--- src/rtl/mult_pkg.sv ---
// Shared types and constants for the sequential shift-and-add multiplier.
package mult_pkg;

  localparam int WIDTH_DEF = 8;

  // Iteration counter width: wide enough to hold WIDTH itself.
  function automatic int cnt_w(input int width);
    return $clog2(width) + 1;
  endfunction

  typedef enum logic [1:0] {
    IDLE = 2'd0,
    RUN  = 2'd1,
    DONE = 2'd2
  } state_t;

endpackage

--- src/rtl/seq_mult_ctrl_if.sv ---
// Start/busy/done handshake bundle between a requester and the multiplier.
interface seq_mult_ctrl_if
  import mult_pkg::*;
#(
  parameter int WIDTH = WIDTH_DEF
);

  logic                 start;
  logic [WIDTH-1:0]     a;
  logic [WIDTH-1:0]     b;
  logic                 busy;
  logic                 done;
  logic [2*WIDTH-1:0]   product;

  modport master (output start, a, b, input busy, done, product);
  modport slave  (input start, a, b, output busy, done, product);

endinterface

--- src/rtl/add_ripple.sv ---
// WIDTH-bit ripple-carry adder: a half adder at bit 0 feeding a chain of full adders.
module add_ripple #(
  parameter int WIDTH = 8
) (
  input  logic [WIDTH-1:0] a,
  input  logic [WIDTH-1:0] b,
  output logic [WIDTH-1:0] sum,
  output logic             cout
);

  // Ripple the carry from LSB to MSB, one full-adder cell per bit.
  always_comb begin
    logic carry;
    // NOTE: every combinational output gets a value before any branch, so no latch is inferred.
    sum   = '0;
    carry = 1'b0;
    for (int i = 0; i < WIDTH; i++) begin
      sum[i] = a[i] ^ b[i] ^ carry;
      carry  = (a[i] & b[i]) | (carry & (a[i] ^ b[i]));
    end
    cout = carry;
  end

endmodule

--- src/rtl/seq_mult_ctrl.sv ---
// Sequential shift-and-add multiplier: one shared adder, WIDTH iterations per product.
module seq_mult_ctrl
  import mult_pkg::*;
#(
  parameter int WIDTH = WIDTH_DEF
) (
  input  logic             clk,
  input  logic             rst,
  seq_mult_ctrl_if.slave   bus
);

  localparam int CW = cnt_w(WIDTH);

  state_t               state_q, state_d;
  logic [CW-1:0]        cnt_q;
  logic [WIDTH-1:0]     mcand_q;
  logic [WIDTH-1:0]     mlier_q;
  logic [WIDTH-1:0]     acc_hi_q;
  logic [2*WIDTH-1:0]   product_q;

  logic [WIDTH-1:0]     addend;
  logic [WIDTH-1:0]     sum;
  logic                 carry;
  logic [2*WIDTH-1:0]   shifted;
  logic                 last_iter;
  logic                 accept;

  // Only the multiplicand is added, and only when the current multiplier LSB is set.
  assign addend    = mlier_q[0] ? mcand_q : '0;
  assign shifted   = {carry, sum, mlier_q[WIDTH-1:1]};
  assign last_iter = (cnt_q == CW'(WIDTH - 1));
  assign accept    = bus.start && (state_q != RUN);

  add_ripple #(.WIDTH(WIDTH)) u_add (
    .a    (acc_hi_q),
    .b    (addend),
    .sum  (sum),
    .cout (carry)
  );

  // Next-state logic: RUN is uninterruptible; DONE behaves like IDLE for a new start.
  always_comb begin
    state_d = state_q;
    unique case (state_q)
      IDLE:    if (bus.start) state_d = RUN;
      RUN:     if (last_iter) state_d = DONE;
      DONE:    state_d = bus.start ? RUN : IDLE;
      default: state_d = IDLE;
    endcase
  end

  // State, counter and datapath registers; capture on accept, add-and-shift while running.
  always_ff @(posedge clk) begin
    // NOTE: non-blocking assignments so every register samples pre-edge values.
    if (rst) begin
      state_q  <= IDLE;
      cnt_q    <= '0;
      mcand_q  <= '0;
      mlier_q  <= '0;
      acc_hi_q <= '0;
    end else begin
      state_q <= state_d;
      if (accept) begin
        mcand_q  <= bus.a;
        mlier_q  <= bus.b;
        acc_hi_q <= '0;
        cnt_q    <= '0;
      end else if (state_q == RUN) begin
        {acc_hi_q, mlier_q} <= shifted;
        cnt_q               <= cnt_q + 1'b1;
      end
    end
  end

  // Result register: loads on the final iteration; a reset that aborts a run keeps the old result.
  always_ff @(posedge clk) begin
    if (rst) begin
      if (state_q != RUN) product_q <= '0;
    end else if (state_q == RUN && last_iter) begin
      product_q <= shifted;
    end
  end

  assign bus.busy    = (state_q == RUN);
  assign bus.done    = (state_q == DONE);
  assign bus.product = product_q;

endmodule

--- src/flat_wrapper.sv ---
// flat-port wrapper written by rule: the top's interface ports become plain ports
module seq_mult_ctrl_flat import mult_pkg::*;
#(
  parameter int WIDTH = WIDTH_DEF
)
  (clk, rst, bus_start, bus_a, bus_b, bus_busy, bus_done, bus_product);
  seq_mult_ctrl_if #(.WIDTH(WIDTH)) bus_i ();
  input  logic clk;
  input  logic rst;
  input wire logic [$bits(bus_i.start)-1:0] bus_start;
  input wire logic [$bits(bus_i.a)-1:0] bus_a;
  input wire logic [$bits(bus_i.b)-1:0] bus_b;
  output wire logic [$bits(bus_i.busy)-1:0] bus_busy;
  output wire logic [$bits(bus_i.done)-1:0] bus_done;
  output wire logic [$bits(bus_i.product)-1:0] bus_product;
  assign bus_i.start = bus_start;
  assign bus_i.a = bus_a;
  assign bus_i.b = bus_b;
  assign bus_busy = bus_i.busy;
  assign bus_done = bus_i.done;
  assign bus_product = bus_i.product;
  seq_mult_ctrl #(.WIDTH(WIDTH)) u_core (.clk(clk), .rst(rst), .bus(bus_i));
endmodule
--- config.mk ---
export PLATFORM = sky130hd
export DESIGN_NAME = seq_mult_ctrl_flat
export DESIGN_NICKNAME = d
export VERILOG_FILES = /design/src/rtl/mult_pkg.sv /design/src/rtl/seq_mult_ctrl_if.sv /design/src/rtl/add_ripple.sv /design/src/rtl/seq_mult_ctrl.sv /design/src/flat_wrapper.sv
export SDC_FILE = /design/constraint.sdc
export NUM_CORES = 1
export LEC_CHECK = 0
export CORE_ASPECT_RATIO = 1.75
export CORE_UTILIZATION = 65
export CTS_CLUSTER_DIAMETER = 100
export DETAILED_ROUTE_END_ITERATION = 12
export DONT_BUFFER_PORTS = 1
export PLACE_DENSITY = 0.78
export SLEW_MARGIN = 25
export SYNTH_ARGS = -nofsm -noshare
export SYNTH_HDL_FRONTEND = slang
export SYNTH_SLANG_ARGS = --single-unit
--- constraint.sdc ---
create_clock -name clk -period 10.65 [get_ports clk]
set_input_delay 2.13 -clock clk [delete_from_list [all_inputs] [get_ports clk]]
set_output_delay 2.13 -clock clk [all_outputs]
set_load 0.005 [all_outputs]
Yosys cells after proc, flatten, opt, wreduce, memory -nomap -nowiden
Index checks and enable logic that the tools add are counted.
- $add $sub $neg: 1
- equal/unequal tests: 7
- multiplexer cells: 10
- bitwise logic cells: 37
- reductions and logical operators: 8
- operators by type and width (kind ; number):
    16-bit 2-to-1 mux ; 3
    8-bit 2-to-1 mux ; 3
    1-bit bitwise AND ; 15
    1-bit bitwise XOR ; 15
    1-bit bitwise OR ; 7
    2-bit by 1-bit != test with 1-bit output, second input constant ; 3
    2-bit case mux with 3 select lines ; 1
    4-bit by 1-bit adder with 4-bit output, second input constant ; 1
    4-bit by 3-bit equality test with 1-bit output, second input constant ; 1
    2-bit 2-to-1 mux ; 2
    2-bit AND reduction ; 2
    2-bit nonzero test ; 2
    2-bit by 1-bit equality test with 1-bit output, second input constant ; 1
    2-bit equality test, second input constant ; 1
    1-bit logical AND ; 2
    2-bit zero test ; 1
    2-bit != test, second input constant ; 1
    2-bit OR reduction ; 1
    1-bit 2-to-1 mux ; 1
- bits in registers: 46
- logic and storage cells: 69

Longest topological paths before layout
- depth in word-level cells: 18
- depth in mapped cells: 13
- mapped depth without buffers: 13

Hierarchy
A second synthesis with hierarchy kept.
- cells, all modules: 196
- area total of the unflattened synthesis: 2030.7 um^2
- modules (own cells, without submodules) (module ; instances ; cells each ; area an instance (um^2)):
    seq_mult_ctrl ; 1 ; 178 ; 1840.5
    add_ripple ; 1 ; 18 ; 190.2

Worst setup path before layout
Ideal clock, no wire load.
- path kind: register to register
- start: reg u_core.mlier_q[0]
- end: reg u_core.acc_hi_q[6]
- library setup time: 0.086 ns
- arrival time: 3.423 ns
- slack: 7.141 ns
- cell stages (with the launch flop): 14
- path buffers: 0
- clock period less this slack: 3.509 ns
- cell sequence: dfxtp_1 -> and2_1 -> ha_1 -> inv_1 -> fa_1 -> inv_1 -> fa_1 -> fa_1 -> fa_1 -> fa_1 -> fa_1 -> inv_1 -> fa_1 -> a211oi_1
- longest elaborated chain between the ends: 15
- elaborated cells on any way between the ends: 28
- classes of those cells: 1 x mux; 27 x bitwise
- RTL lines (item ; line ; text):
    start: declaration ; seq_mult_ctrl.sv:17 ; logic [WIDTH-1:0] mlier_q;
    start signal: assignment ; seq_mult_ctrl.sv:65 ; mlier_q <= bus.b;
    start signal: assignment ; seq_mult_ctrl.sv:69 ; {acc_hi_q, mlier_q} <= shifted;
    8-bit 2-to-1 mux * ; seq_mult_ctrl.sv:29 ; assign addend = mlier_q[0] ? mcand_q : '0;
    1-bit bitwise AND or 1-bit bitwise XOR (tied branches) ; add_ripple.sv:19 ; carry = (a[i] & b[i]) | (carry & (a[i] ^ b[i]));
    1-bit bitwise AND ; add_ripple.sv:19 ;
    1-bit bitwise OR ; add_ripple.sv:19 ;
    1-bit bitwise AND ; add_ripple.sv:19 ;
    1-bit bitwise OR ; add_ripple.sv:19 ;
    1-bit bitwise AND ; add_ripple.sv:19 ;
    1-bit bitwise OR ; add_ripple.sv:19 ;
    1-bit bitwise AND ; add_ripple.sv:19 ;
    1-bit bitwise OR ; add_ripple.sv:19 ;
    1-bit bitwise AND ; add_ripple.sv:19 ;
    1-bit bitwise OR ; add_ripple.sv:19 ;
    1-bit bitwise AND ; add_ripple.sv:19 ;
    1-bit bitwise OR ; add_ripple.sv:19 ;
    1-bit bitwise XOR * ; add_ripple.sv:18 ; sum[i] = a[i] ^ b[i] ^ carry;
    end signal: assignment ; seq_mult_ctrl.sv:69 ;
    end: declaration ; seq_mult_ctrl.sv:18 ; logic [WIDTH-1:0] acc_hi_q;
Every way passes the cells marked *; elsewhere a longest branch is shown, timed or not.
A chain may end at the register's enable or synchronous reset.

Final worst setup path
Same ends and word-level chain as after synthesis.

==> impl_metrics.json <==
{
  "die-area_um2": 3310,
  "nNetsFinal": 211,
  "syn_avg_cell_area_um2": 10.6,
  "io_buffers": 0,
  "post-route-period-util_pct": 34.6,
  "crit_type": "flip-flop to flip-flop",
  "layout_min_cycle_time_ns": 3.69,
  "yosys_warnings": 0,
  "grt_pass1_vias": 1128,
  "grt_util_met1_pct": 24.4,
  "cts_setup_buffers": 0,
  "synth_seq_area_share_pct": 54.1,
  "cts-resized-gates": 0,
  "cp_max_fo": 9,
  "met2_usage_pct": 38.6,
  "grt_max_degree": 37,
  "rows": 26,
  "end_kind": "flip-flop",
  "cts_buffers": 5,
  "synthCells": 188,
  "dr.pass1.iters": 11,
  "clock-root-buffer": "clkbuf_8",
  "start_util_pct": 68.2,
  "die-height_um": 75.3,
  "cts_tree": "done",
  "cts.sinks": 46,
  "fin_skew_ns": 0.00893,
  "drt_iter0_drc": 32,
  "drv_slew": 0,
  "required_ns": 10.86,
  "cts_buffer_depth": 2,
  "wl_mm": 3.21,
  "hold_viol": 0,
  "violations": "design-rule violations",
  "worst_pin_slew_ns": 0.705,
  "via_per_inst": 5.87,
  "grt_overflow_total": 0,
  "p_leak_nw": 0.782,
  "grt_pass1_wl_mm": 5.20,
  "cp.arrival_ns": 3.90,
  "mostFrequentLayoutCells": "dfxtp_1, nor2_1, edfxtp_1, a21oi_1",
  "grt_usage_pct": 21.6,
  "synth_seq_cells": 46,
  "antenna_found_initial": 0,
  "p_total_uw": 340,
  "die_w_um": 43.9,
  "cts_max_level": 2,
  "ctsHoldBuffers": 0,
  "yosysUniqueCellTypes": 28,
  "cap_violations": 0,
  "antenna_cells": 0,
  "synth_nets": 216,
  "wire_per_inst_um": 15.1,
  "clock_latency_ns": 0.29,
  "final.fill_count": 216,
  "setup_tns_ns": 0,
  "p_per_area_nw_per_um2": 164,
  "startpoint_type": "flip-flop",
  "rsz0062_at_grt": "no",
  "synthesis.area_um2": 2000,
  "clk_transition_reported_paths_ns": 0.09,
  "finalSetupViolCount": 0,
  "met3_usage_pct": 4.74,
  "drive_above_1_share_pct": 5.43,
  "final_common_cell": "dfxtp_1",
  "slew_headroom_pct": 52.9,
  "post-dp-hpwl_mm": 2.26,
  "drc": 1,
  "gp_congestion": 0.799,
  "num_vias": 1245,
  "hold_path_class": "flip-flop to flip-flop",
  "ant_nets": 0,
  "busiest_layer": "met2",
  "ir_drop_mv": 0.148,
  "io_pins": 37,
  "status": "finished, violations left",
  "fmax_ghz": 0.271,
  "area_delta_synth_final_pct": 3.69,
  "core_um2": 2930
}
[sequential cells by signal (all words and copies together), names as in the netlist]
name                cells
u_core.state_q          2
u_core.acc_hi_q         8
u_core.mcand_q          8
u_core.mlier_q          8
u_core.cnt_q            4
u_core.bus.product     16
[cell families (layout without fill, tap and decap cells)]
family	count (synthesis)	in the layout	share of synthesized area (%)
AND/OR/NAND/NOR	65	65	16.0
flip-flops	46	46	54.1
AO/OA/AOI/OAI	38	38	11.6
buffers and inverters	20	16	5.20
adder cells (fa/ha/maj)	9	9	8.27
multiplexers	8	8	4.01
XOR/XNOR	2	2	0.877
[synthesized netlist by cell type (all sizes together)]
cell type	n	share of area, %
nor2b	14	4.4
nor3	1	0.25
nor2	17	3.2
inv	7	1.3
and2	6	1.9
a211oi	11	4.4
mux2i	8	4.0
nand2b	1	0.31
o21ai	9	2.3
dfxtp	30	30
fa	7	7.0
xnor2	1	0.44
xor2	1	0.44
edfxtp	16	24
ha	2	1.3
a2bb2oi	1	0.44
buf	8	2.9
a21oi	15	3.8
nand3b	2	0.75
nand2	14	2.6
a21o	2	0.75
nand3	9	2.3
clkbuf	5	0.94
or3	1	0.31
[where the power goes]
part | total [mW] | leakage (nW) | internal (mW) | switching, mW
Sequential | 0.199 | 0.405 | 0.192 | 0.00620
Clock | 0.117 | 0.0486 | 0.0603 | 0.0563
Combinational | 0.0245 | 0.328 | 0.00984 | 0.0146
[worst max-delay path, cell delays in order (launching register included)]
cell,delay [ns]
dfxtp_1,0.37
and2_1,0.18
ha_1,0.17
inv_1,0.06
fa_1,0.15
inv_1,0.05
fa_1,0.37
fa_1,0.39
fa_1,0.39
fa_1,0.39
fa_1,0.37
inv_1,0.07
fa_1,0.42
a211oi_1,0.22
[final timing paths]
path / startpoint / endpoint / slack [ns] / cells after the start
hold reg to reg: u_core.mcand_q[6]$_SDFFE_PP0P_ / u_core.mcand_q[6]$_SDFFE_PP0P_ / 0.47 / 2
setup reg to reg: u_core.mlier_q[0]$_SDFFE_PP0P_ / u_core.acc_hi_q[6]$_SDFFE_PP0P_ / 6.96 / 13
setup / recovery: u_core.mlier_q[0]$_SDFFE_PP0P_ / u_core.acc_hi_q[6]$_SDFFE_PP0P_ / 6.96 / 13
hold / removal: u_core.mcand_q[6]$_SDFFE_PP0P_ / u_core.mcand_q[6]$_SDFFE_PP0P_ / 0.47 / 2
[layer usage]
metal  up-vias  wire [µm]
li1        627          -
met1       578       1330
met2        34       1710
met3         6        112
met4         0         59
met5         -          0
[through the flow]
stage               utilization [%]  cells  hold slack, ns  cell area, µm²  setup WS [ns]
finish                         70.8    212           0.468            2070           6.96
detailed placement             67.1    204           0.458            1960           7.00
global placement               67.1    204           0.445            1960           7.06
global route                   70.8    212           0.495            2070           6.75
floorplan                         -    188           0.434            2000           7.14
CTS                            70.8    212           0.468            2070           6.95
[layout make-up]
| class | count | area (µm²) | share of cell area [%] |
|---|---|---|---|
| sequential | 46 | 1080 | 52.2 |
| multi-input combinational | 122 | 813 | 39.3 |
| clock buffer | 6 | 93.8 | 4.53 |
| tap | 28 | 35.0 | 1.69 |
| inverter | 7 | 26.3 | 1.27 |
| clock inverter | 2 | 15.0 | 0.725 |
| timing repair buffer | 1 | 7.51 | 0.362 |
No activity file was read; power rests on OpenSTA's default activity.
